### config.mk
export PLATFORM = sky130hd
export DESIGN_NAME = rr_arb16_sel
export DESIGN_NICKNAME = d
export VERILOG_FILES = /design/src/rtl/rr_arb16_sel.sv
export SDC_FILE = /design/constraint.sdc
export NUM_CORES = 1
export LEC_CHECK = 0
export ABC_AREA = 1
export BUFFER_PORTS_ARGS = -buffer_cell sky130_fd_sc_hd__buf_4
export CAP_MARGIN = 25
export CORE_UTILIZATION = 50
export CTS_CLUSTER_DIAMETER = 40
export DETAILED_ROUTE_END_ITERATION = 7
export PLACE_DENSITY = 0.72
export SLEW_MARGIN = 40
export SYNTH_ARGS = -nofsm -noshare
export SYNTH_HDL_FRONTEND = slang
export SYNTH_SLANG_ARGS = --single-unit
### constraint.sdc
create_clock -name clk -period 4.5 [get_ports clk]
set_clock_uncertainty 0.15 [all_clocks]
set_input_delay 0 -clock clk [delete_from_list [all_inputs] [get_ports clk]]
set_output_delay 0 -clock clk [all_outputs]
set_load 0.005 [all_outputs]
### src/rtl/rr_arb16_sel.sv
// 16-way round-robin arbiter emitting a registered grant index (sel) and grant valid (en).
// Optional hold-timeout release is enabled with the ARB_TIMEOUT_EN macro.
module rr_arb16_sel #(
    parameter int unsigned HOLD_MAX = 255,
    parameter int unsigned CNT_W    = 16
) (
    input  logic        clk,
    input  logic        rst,
    input  logic [15:0] req,
    input  logic        ack,
    output logic [3:0]  sel,
    output logic        en,
    output logic        timeout
);

    typedef enum logic {
        IDLE  = 1'b0,
        GRANT = 1'b1
    } state_t;

    localparam bit PARAMS_OK = (HOLD_MAX >= 1) && (HOLD_MAX <= 65535) &&
                               (CNT_W >= 1) && (CNT_W <= 32) &&
                               ((64'd1 << CNT_W) > 64'(HOLD_MAX));

    state_t      state_q, state_d;
    logic [3:0]  ptr_q,   ptr_d;
    logic [3:0]  sel_q,   sel_d;
    logic        en_q,    en_d;

    logic        pick_vld;
    logic [3:0]  pick_idx;

    // Search upward from ptr, wrapping 15 -> 0; the 4-bit add provides the wrap.
    always_comb begin
        logic [3:0] idx;
        pick_vld = 1'b0;
        pick_idx = 4'h0;
        idx      = 4'h0;
        for (int i = 0; i < 16; i++) begin
            idx = ptr_q + 4'(i);
            if (!pick_vld && req[idx]) begin
                pick_vld = 1'b1;
                pick_idx = idx;
            end
        end
    end

`ifdef ARB_TIMEOUT_EN
    localparam logic [CNT_W-1:0] HOLD_LAST = CNT_W'(HOLD_MAX - 1);

    logic [CNT_W-1:0] cnt_q, cnt_d;
    logic             timeout_q, timeout_d;
`endif

    always_comb begin
        state_d = state_q;
        ptr_d   = ptr_q;
        sel_d   = sel_q;
        en_d    = en_q;
`ifdef ARB_TIMEOUT_EN
        cnt_d     = cnt_q;
        timeout_d = 1'b0;
`endif
        case (state_q)
            IDLE: begin
                if (pick_vld) begin
                    sel_d   = pick_idx;
                    en_d    = 1'b1;
                    state_d = GRANT;
`ifdef ARB_TIMEOUT_EN
                    cnt_d   = '0;
`endif
                end
            end
            GRANT: begin
                // Releasing moves the pointer past the winner so it ranks last next time.
                if (ack) begin
                    en_d    = 1'b0;
                    ptr_d   = sel_q + 4'd1;
                    state_d = IDLE;
                end
`ifdef ARB_TIMEOUT_EN
                else if (cnt_q == HOLD_LAST) begin
                    en_d      = 1'b0;
                    ptr_d     = sel_q + 4'd1;
                    state_d   = IDLE;
                    timeout_d = 1'b1;
                end else begin
                    cnt_d = cnt_q + 1'b1;
                end
`endif
            end
            default: state_d = IDLE;
        endcase
    end

    always_ff @(posedge clk) begin
        if (rst) begin
            state_q <= IDLE;
            ptr_q   <= 4'h0;
            sel_q   <= 4'h0;
            en_q    <= 1'b0;
        end else begin
            state_q <= state_d;
            ptr_q   <= ptr_d;
            sel_q   <= sel_d;
            en_q    <= en_d;
        end
    end

`ifdef ARB_TIMEOUT_EN
    always_ff @(posedge clk) begin
        if (rst) begin
            cnt_q     <= '0;
            timeout_q <= 1'b0;
        end else begin
            cnt_q     <= cnt_d;
            timeout_q <= timeout_d;
        end
    end

    assign timeout = timeout_q;
`else
    assign timeout = 1'b0;
`endif

    assign sel = sel_q;
    assign en  = en_q;

    a_params_ok: assert property (@(posedge clk) PARAMS_OK);

    a_en_matches_state: assert property (@(posedge clk) en_q == (state_q == GRANT));

    a_sel_stable_in_grant: assert property (@(posedge clk) disable iff (rst)
        (state_q == GRANT) |=> $stable(sel_q));

endmodule
==> results.toml, run 1 <==
[sta]
min_period_over_period_pct = 79.51
worstMarginPinSlew_ps = 708.3
totalNegativeSetupSlack_ps = 0
rsz_0062_raised_after_global_routing = "no"
finalWorstSetupSlack_ps = 921.9
max_freq_mhz = 279.5
final-hold-violation-count = 0
timing.slew.headroom_pct = 52.44
final-setup-viol-count = 0
period_needed_ps = 3578
timing.final.max_slew_violations = 0

[power_and_ir_drop]
leakage_uw = 0.001315
worst_ir_drop_vdd_mv = 0.2376
powerDensity_nw_per_um2 = 270.4

[clocking]
clk_path_buf_depth = 2
cts_resized = 0
tritoncts = "built"
clock_insertion_delay_worst_skew_ps = 240
clock_sinks = 10
clkTransAtPathRegs_ps = 50
root_buffer = "clkbuf_8"
cts-buffers-inserted = 3
cts_htree_levels = 1

[route]
routedWlPerCell_um = 14.54
route.vias.total = 2769
detail_route.drc_violations = 1
routed_wirelength_um = 6966
drt_pass_1_iters = 8
first_iter_violations = 286
vias_per_cell = 5.781
postRouteAntennaNets = 0

[placement]
place_ws_ps = 952.1
port_buffer_cells = 23
placed_cell_areas_um2 = 2479
hpwlAfterDp_um = 5623
dp_cells = 474
gp_congestion = 0.9259

[cells_and_area]
finish.cell_count_without_fillers = 479
layout.cells.most_common = "nand2_1"
stdcell_area_um2 = 2544
syn_to_final_growth_pct = 12.07
final.fill_count = 451
most-common-layout-cells = "nand2_1 (104), nand3_1 (99), nor2_1 (47)"
drive_gt1_share_pct = 15.93
num_antenna_cells = 0
design.final.nets = 455

[synthesis]
synth_seq_cells = 10
number_of_instances_in_the_synthesized_netlist = 404
syn_nets = 431
synth.yosys.seq_area_share_pct = 8.820
synthesis.area_per_instance_um2 = 5.618
yosysUniqueCellTypes = 36
synthesis.yosys.warnings = 0
combined_area_of_all_synthesized_cells_um2 = 2270

[critical_path]
timing.critical_path.slowest_cell_delay_ps = 440
critical-path-slowest-cell = "ha_1"
crit_path_end_kind = "flip-flop"
setup.worst_path.class = "reg2reg"
timing.critical_path.arrival_ps = 3560
cp_cell_sequence = "inv_2, ha_1, inv_1, nand3_1, nand3_1, nand2_1, nand2_2, nand2_4, nor2_8, nand4_2, nor3_2, nand4_2, nor2_4, nand3_2, nor2_4, nand3_2, nand2_4, inv_2, nor2_1, nor2_1"
worstPathMaxFanout = 19
setup.worst_path.start_class = "flip-flop"
cp.required_ps = 4480

[run_status]
run_status = "finished with violations"
violated_checks = "design-rule violations"

[global_routing]
grt-ovfl-total = 0
grt_first_pass_wirelength_um = 11910
grt_antenna_before_repair = 0
largest_net_degree_at_the_start_of_global_routing = 23
global_route.usage.total_pct = 30.39
via_count_of_the_first_global_routing_pass = 2579

[min_path]
holdCritPathClass = "in2reg"

[run]
timing.max_cap.violations = 0

[die]
die_y_um = 69.38
placeable_core_region_um2 = 4354
ios = 25
die_area_um2 = 4813
starting_utilization_of_the_core_area_pct = 52.13
num_rows = 24
dieWidth_um = 69.38
[cell type report]
type	instances	area [µm²]	area share [%]
Clock buffer	4	55.05	2.164
Inverter	48	182.7	7.181
Multi-Input combinational cell	336	1821	71.57
Sequential cell	10	200.2	7.870
Tap cell	52	65.06	2.558
Timing Repair Buffer	29	220.2	8.657
[cells by family (layout without fill, tap and decap cells)]
family	after synthesis	in the layout	share of synthesized area [%]
simple gates	294	294	64.50
buf+inv	58	81	10.97
compound gates	23	23	6.118
xor+xnor	10	10	5.017
flops	10	10	8.820
fa+ha+maj	8	8	4.410
other cells	1	1	0.1652
[path summary, 6_finish.rpt]
path	slack (ps)	to	start	cells past startpoint
min	50	en	ack	4
min reg2reg	320	en	en	2
max reg2reg	920	en	ptr_q[0]	20
max	920	en	ptr_q[0]	20
[per-layer routing]
metal  share of wire (%)  wire length (µm)  global-route usage (%)
met5                   0                 0                       0
met4                 3.0               210                   10.20
met3                 9.2               638                   3.924
met2                  45              3152                   49.84
met1                  43              2965                   40.95
[synth_stat cells, drive strengths merged]
| library cell | count | area (µm²) |
|---|---|---|
| nand2 | 114 | 462.9 |
| nand3 | 103 | 535.5 |
| nor2 | 54 | 267.8 |
| inv | 47 | 178.9 |
| nand4 | 17 | 155.1 |
| a21oi | 10 | 50.05 |
| buf | 10 | 66.31 |
| dfxtp | 10 | 200.2 |
| ha | 8 | 100.1 |
| xor2 | 7 | 87.59 |
| o21ai | 6 | 30.02 |
| nand3b | 3 | 22.52 |
| nor3 | 3 | 20.02 |
| o21a | 3 | 22.52 |
| xnor2 | 3 | 26.28 |
| o21bai | 2 | 15.01 |
| a31oi | 1 | 12.51 |
| clkinv | 1 | 3.750 |
| conb | 1 | 3.750 |
| o221ai | 1 | 8.760 |
[state kept, by name, indices dropped and copies added, names as in the netlist]
signal / count
ptr_q: 4
sel: 4
en: 1
state_q: 1
[power breakdown]
part	internal, µW	switching, µW	total, µW
Sequential	97.7	9.43	107
Combinational	146	322	468
Clock	76.9	35.7	113
[per-stage QoR]
step                      utilization [%]  power, µW  hold WS [ps]
after floorplan                         -      453.9        -77.62
after global placement              56.93      562.6         48.06
after detailed placement            56.93      565.6         46.21
after CTS                           58.42      682.5         59.04
after global routing                58.42      752.2         122.6
final                               58.42      687.7         50.67
[critical path: cells and delay by family, from the launching register on]
family	cells	cell delay [ps]
adder cells (fa/ha/maj)	1	440
buffers and inverters	3	670
AND/OR/NAND/NOR	16	1880
flip-flops	1	310
[repair_timing]
item / 4_1_cts / 5_1_grt
hold buffers: 1 / 0
hold endpoints to repair: 9 / 0
setup buffers: 0 / 0
Power figures use the tool's default switching activity.
==> inputs of run 2 (changes only) <==
Settings changed: ABC_AREA 1 to 0, PLACE_DENSITY 0.72 to 0.71.
Clock period 4.5 ns to 3.43 ns, I/O delays scaled along.
==> run 2 against run 1 <==
Effect of this change: the flow now finishes without violations; non-clock buffer count grew 58; sequential share of layout area shrank 2.5 points; first-iteration DRC count grew 8.4%; die area grew 27%; combinational power grew 120%; critical path type unchanged; highest routed layer unchanged.
==> results.toml, run 2 <==
[die]
ios = 25
die_y_um = 78.23
die_area_um2 = 6119
num_rows = 27
placeable_core_region_um2 = 5540
dieWidth_um = 78.23
starting_utilization_of_the_core_area_pct = 52.44

[critical_path]
critical_path.endpoint = "sel[3]"
r2r-end = "sel[3]"
timing.critical_path.arrival_ps = 3420
critical-path-slowest-cell = "mux4_2"
setup.worst_path.start_class = "flip-flop"
path_common_cell = "nand4_1"
cp.required_ps = 3430
timing.reg2reg.setup_slack_ps = 10
worstPathMaxFanout = 7
rr_startpoint = "ptr_q[1]"
cp_cell_sequence = "inv_8, ha_4, buf_6, mux4_2, mux2i_1, mux2_4, nand4_1, nor4_4, buf_4, buf_8, nand4_1, o21a_1, o31a_1, o31ai_1"
setup.worst_path.class = "reg2reg"
crit_path_end_kind = "flip-flop"
ff2ff_path_depth = 14
timing.critical_path.slowest_cell_delay_ps = 490
crit_start = "ptr_q[1]"

[clocking]
clock_insertion_delay_worst_skew_ps = 240
root_buffer = "clkbuf_8"
clk_path_buf_depth = 2
tritoncts = "built"
cts_htree_levels = 1
clkTransAtPathRegs_ps = 50
clock_sinks = 10
cts-buffers-inserted = 3

[global_routing]
grt_antenna_before_repair = 0
largest_net_degree_at_the_start_of_global_routing = 23
grt_first_pass_wirelength_um = 15500
grt-ovfl-total = 0
global_route.usage.total_pct = 33.08
via_count_of_the_first_global_routing_pass = 2972

[placement]
gp_congestion = 0.9840
placed_cell_areas_um2 = 3546
place_ws_ps = -62.71
dp_cells = 454
port_buffer_cells = 23
hpwlAfterDp_um = 7546

[synthesis]
post_synth_top_area_cell = "mux4_2"
synthesis.yosys.warnings = 0
syn_nets = 359
synthXorXnorAreaFrac_pct = 4.737
async_flop_share_pct = 0
fraction_of_the_mapped_netlist_area_in_compound_gates_pct = 20.93
post_synth_fa_ha_maj_area_fraction_pct = 3.445
combined_area_of_all_synthesized_cells_um2 = 2905
synth_area_leaders = "mux4_2 (29%), dfxtp_1 (6.9%), mux2i_1 (6.2%)"
dominant_combinational_cell_family_by_area_after_synthesis = "multiplexers"
yosys-mux-area-fraction_pct = 38.85
synth_top_cell_area_share_pct = 28.68
synth.yosys.seq_area_share_pct = 6.891
ys.flop_type = "dfxtp_1"
synth-edff-count = 0
synth_seq_cells = 10
yosysUniqueCellTypes = 67
synthesis.area_per_instance_um2 = 8.751
synth_simple_gate_area_share_pct = 18.91
post_synth_most_frequent_cells = "mux4_2 (37), nand2_1 (33), nor2_1 (25)"
number_of_instances_in_the_synthesized_netlist = 332
most_common_cell_in_the_netlist = "mux4_2"

[cells_and_area]
area_of_combinational_cells_with_multiple_inputs_um2 = 2668
final-seq-area_um2 = 205.2
most-common-layout-cells = "buf_4 (78), mux4_2 (37), nand2_1 (33)"
layout.cells.most_common = "buf_4"
num_antenna_cells = 0
drive_gt1_share_pct = 41.60
stdcell_area_um2 = 3791
final.fill_count = 441
design.final.nets = 428
syn_to_final_growth_pct = 30.49
finish.cell_count_without_fillers = 471

[sta]
final-hold-violation-count = 0
finalWorstSetupSlack_ps = 11.50
period_needed_ps = 3418
min_period_over_period_pct = 99.66
rsz_0062_raised_after_global_routing = "yes"
max_freq_mhz = 292.5
final-setup-viol-count = 0
worstMarginPinSlew_ps = 540.7
timing.final.max_slew_violations = 0
timing.slew.headroom_pct = 63.78
timing.hold.ws_ps = 121.9

[power_and_ir_drop]
intPower_uw = 691.8
total_switching_power_uw = 602.5
sequentialPowerShare_pct = 11.3
pwr-share-clk_pct = 9.9
worst_ir_drop_vdd_mv = 0.2664
leakage_uw = 0.001468
netSwitchingFraction_pct = 46.55
powerDensity_nw_per_um2 = 341.4
comb_power_share_pct = 78.8

[route]
routed_wirelength_um = 9730
routedWlPerCell_um = 20.66
detail_route.drc_violations = 0
first_iter_violations = 310
vias_per_cell = 6.701
postRouteAntennaNets = 0
route.vias.total = 3156
drt_pass_1_iters = 5

[min_path]
holdCritPathClass = "in2reg"

[run_status]
run_status = "complete, no violations"

[run]
timing.max_cap.violations = 0
-- run 2: changes by cell type after synthesis, moves of 7 or more --
cell / previous run / this run
clkbuf_1: 0 / 7
nand2_2: 8 / 0
o21ai_0: 5 / 16
nand3_1: 99 / 13
nand2_1: 104 / 33
nand4_1: 12 / 4
mux2_2: 0 / 9
inv_1: 41 / 10
nor2_1: 47 / 25
mux2i_1: 0 / 18
o21ai_1: 1 / 9
mux4_2: 0 / 37
-- run 2: worst min path at each step --
| stage | start | to | slack (ps) | depth (start not counted) |
|---|---|---|---|---|
| 2_1_floorplan | rst | ptr_q[1] | 130 | 2 |
| 3_3_place_gp | rst | ptr_q[3] | 80 | 2 |
| 3_5_place_dp | rst | ptr_q[0] | 80 | 2 |
| 4_1_cts | ack | en | 120 | 3 |
| 5_1_grt | ack | en | 150 | 3 |
| 6_report | ack | en | 120 | 3 |
-- run 2: routing by layer --
layer / up-vias / part of all wire, % / track usage (%)
met5: - / 0 / 0
met1: 1502 / 41 / 45.21
met3: 34 / 8.4 / 4.767
li1: 1440 / - / -
met2: 180 / 47 / 52.98
met4: 0 / 3.7 / 12.41
-- run 2: kinds of logic after synthesis --
logic type / after synthesis
and+or+nand+nor: 110
AOI/OAI and AO/OA: 90
muxes: 65
other: 1
DFF: 10
xor gates and xnor gates: 14
buffers and inverters: 34
adders and majority gates: 8
-- run 2: timing repair --
item / in CTS / in global routing
setup buffers: 8 / 4
hold buffers: 1 / 0
hold endpoints to repair: 8 / 0
cloned: 0 / 1
pin swaps: 2 / 4
endpoints found under the setup margin: 3 / 4
resized for setup: 4 / 12
-- run 2: critical path: cells and delay by family, from the launching register on --
family	cells	cell delay (ps)
flops	1	410
fa+ha+maj	1	320
mux	3	900
simple gates	3	630
buf+inv	4	480
compound gates	3	420
-- run 2: per-stage QoR --
stage	setup TNS, ps	power [µW]	utilization, %
after floorplan	-546.4	784.8	-
after global placement	0	1088	64.00
after detailed placement	-84.94	1100	64.00
after CTS	0	1253	66.33
after global routing	-112.2	1377	68.43
final	0	1294	68.43
-- run 2: area by class of cell --
type                       count  share of cell area [%]
timing repair buffer          87                   19.47
tap                           72                   2.376
clock buffer                   3                   1.089
inverter                      11                   1.287
sequential                    10                   5.413
multi-input combinational    288                   70.36
-- run 2: power by group through the flow --
stage / clock, µW / sequential (µW) / combinational (µW)
after global routing: 135 / 148 / 1090
final: 128 / 147 / 1020
after global placement: 0 / 147 / 940
after CTS: 130 / 145 / 978
after floorplan: 0 / 141 / 644
after detailed placement: 0 / 148 / 951
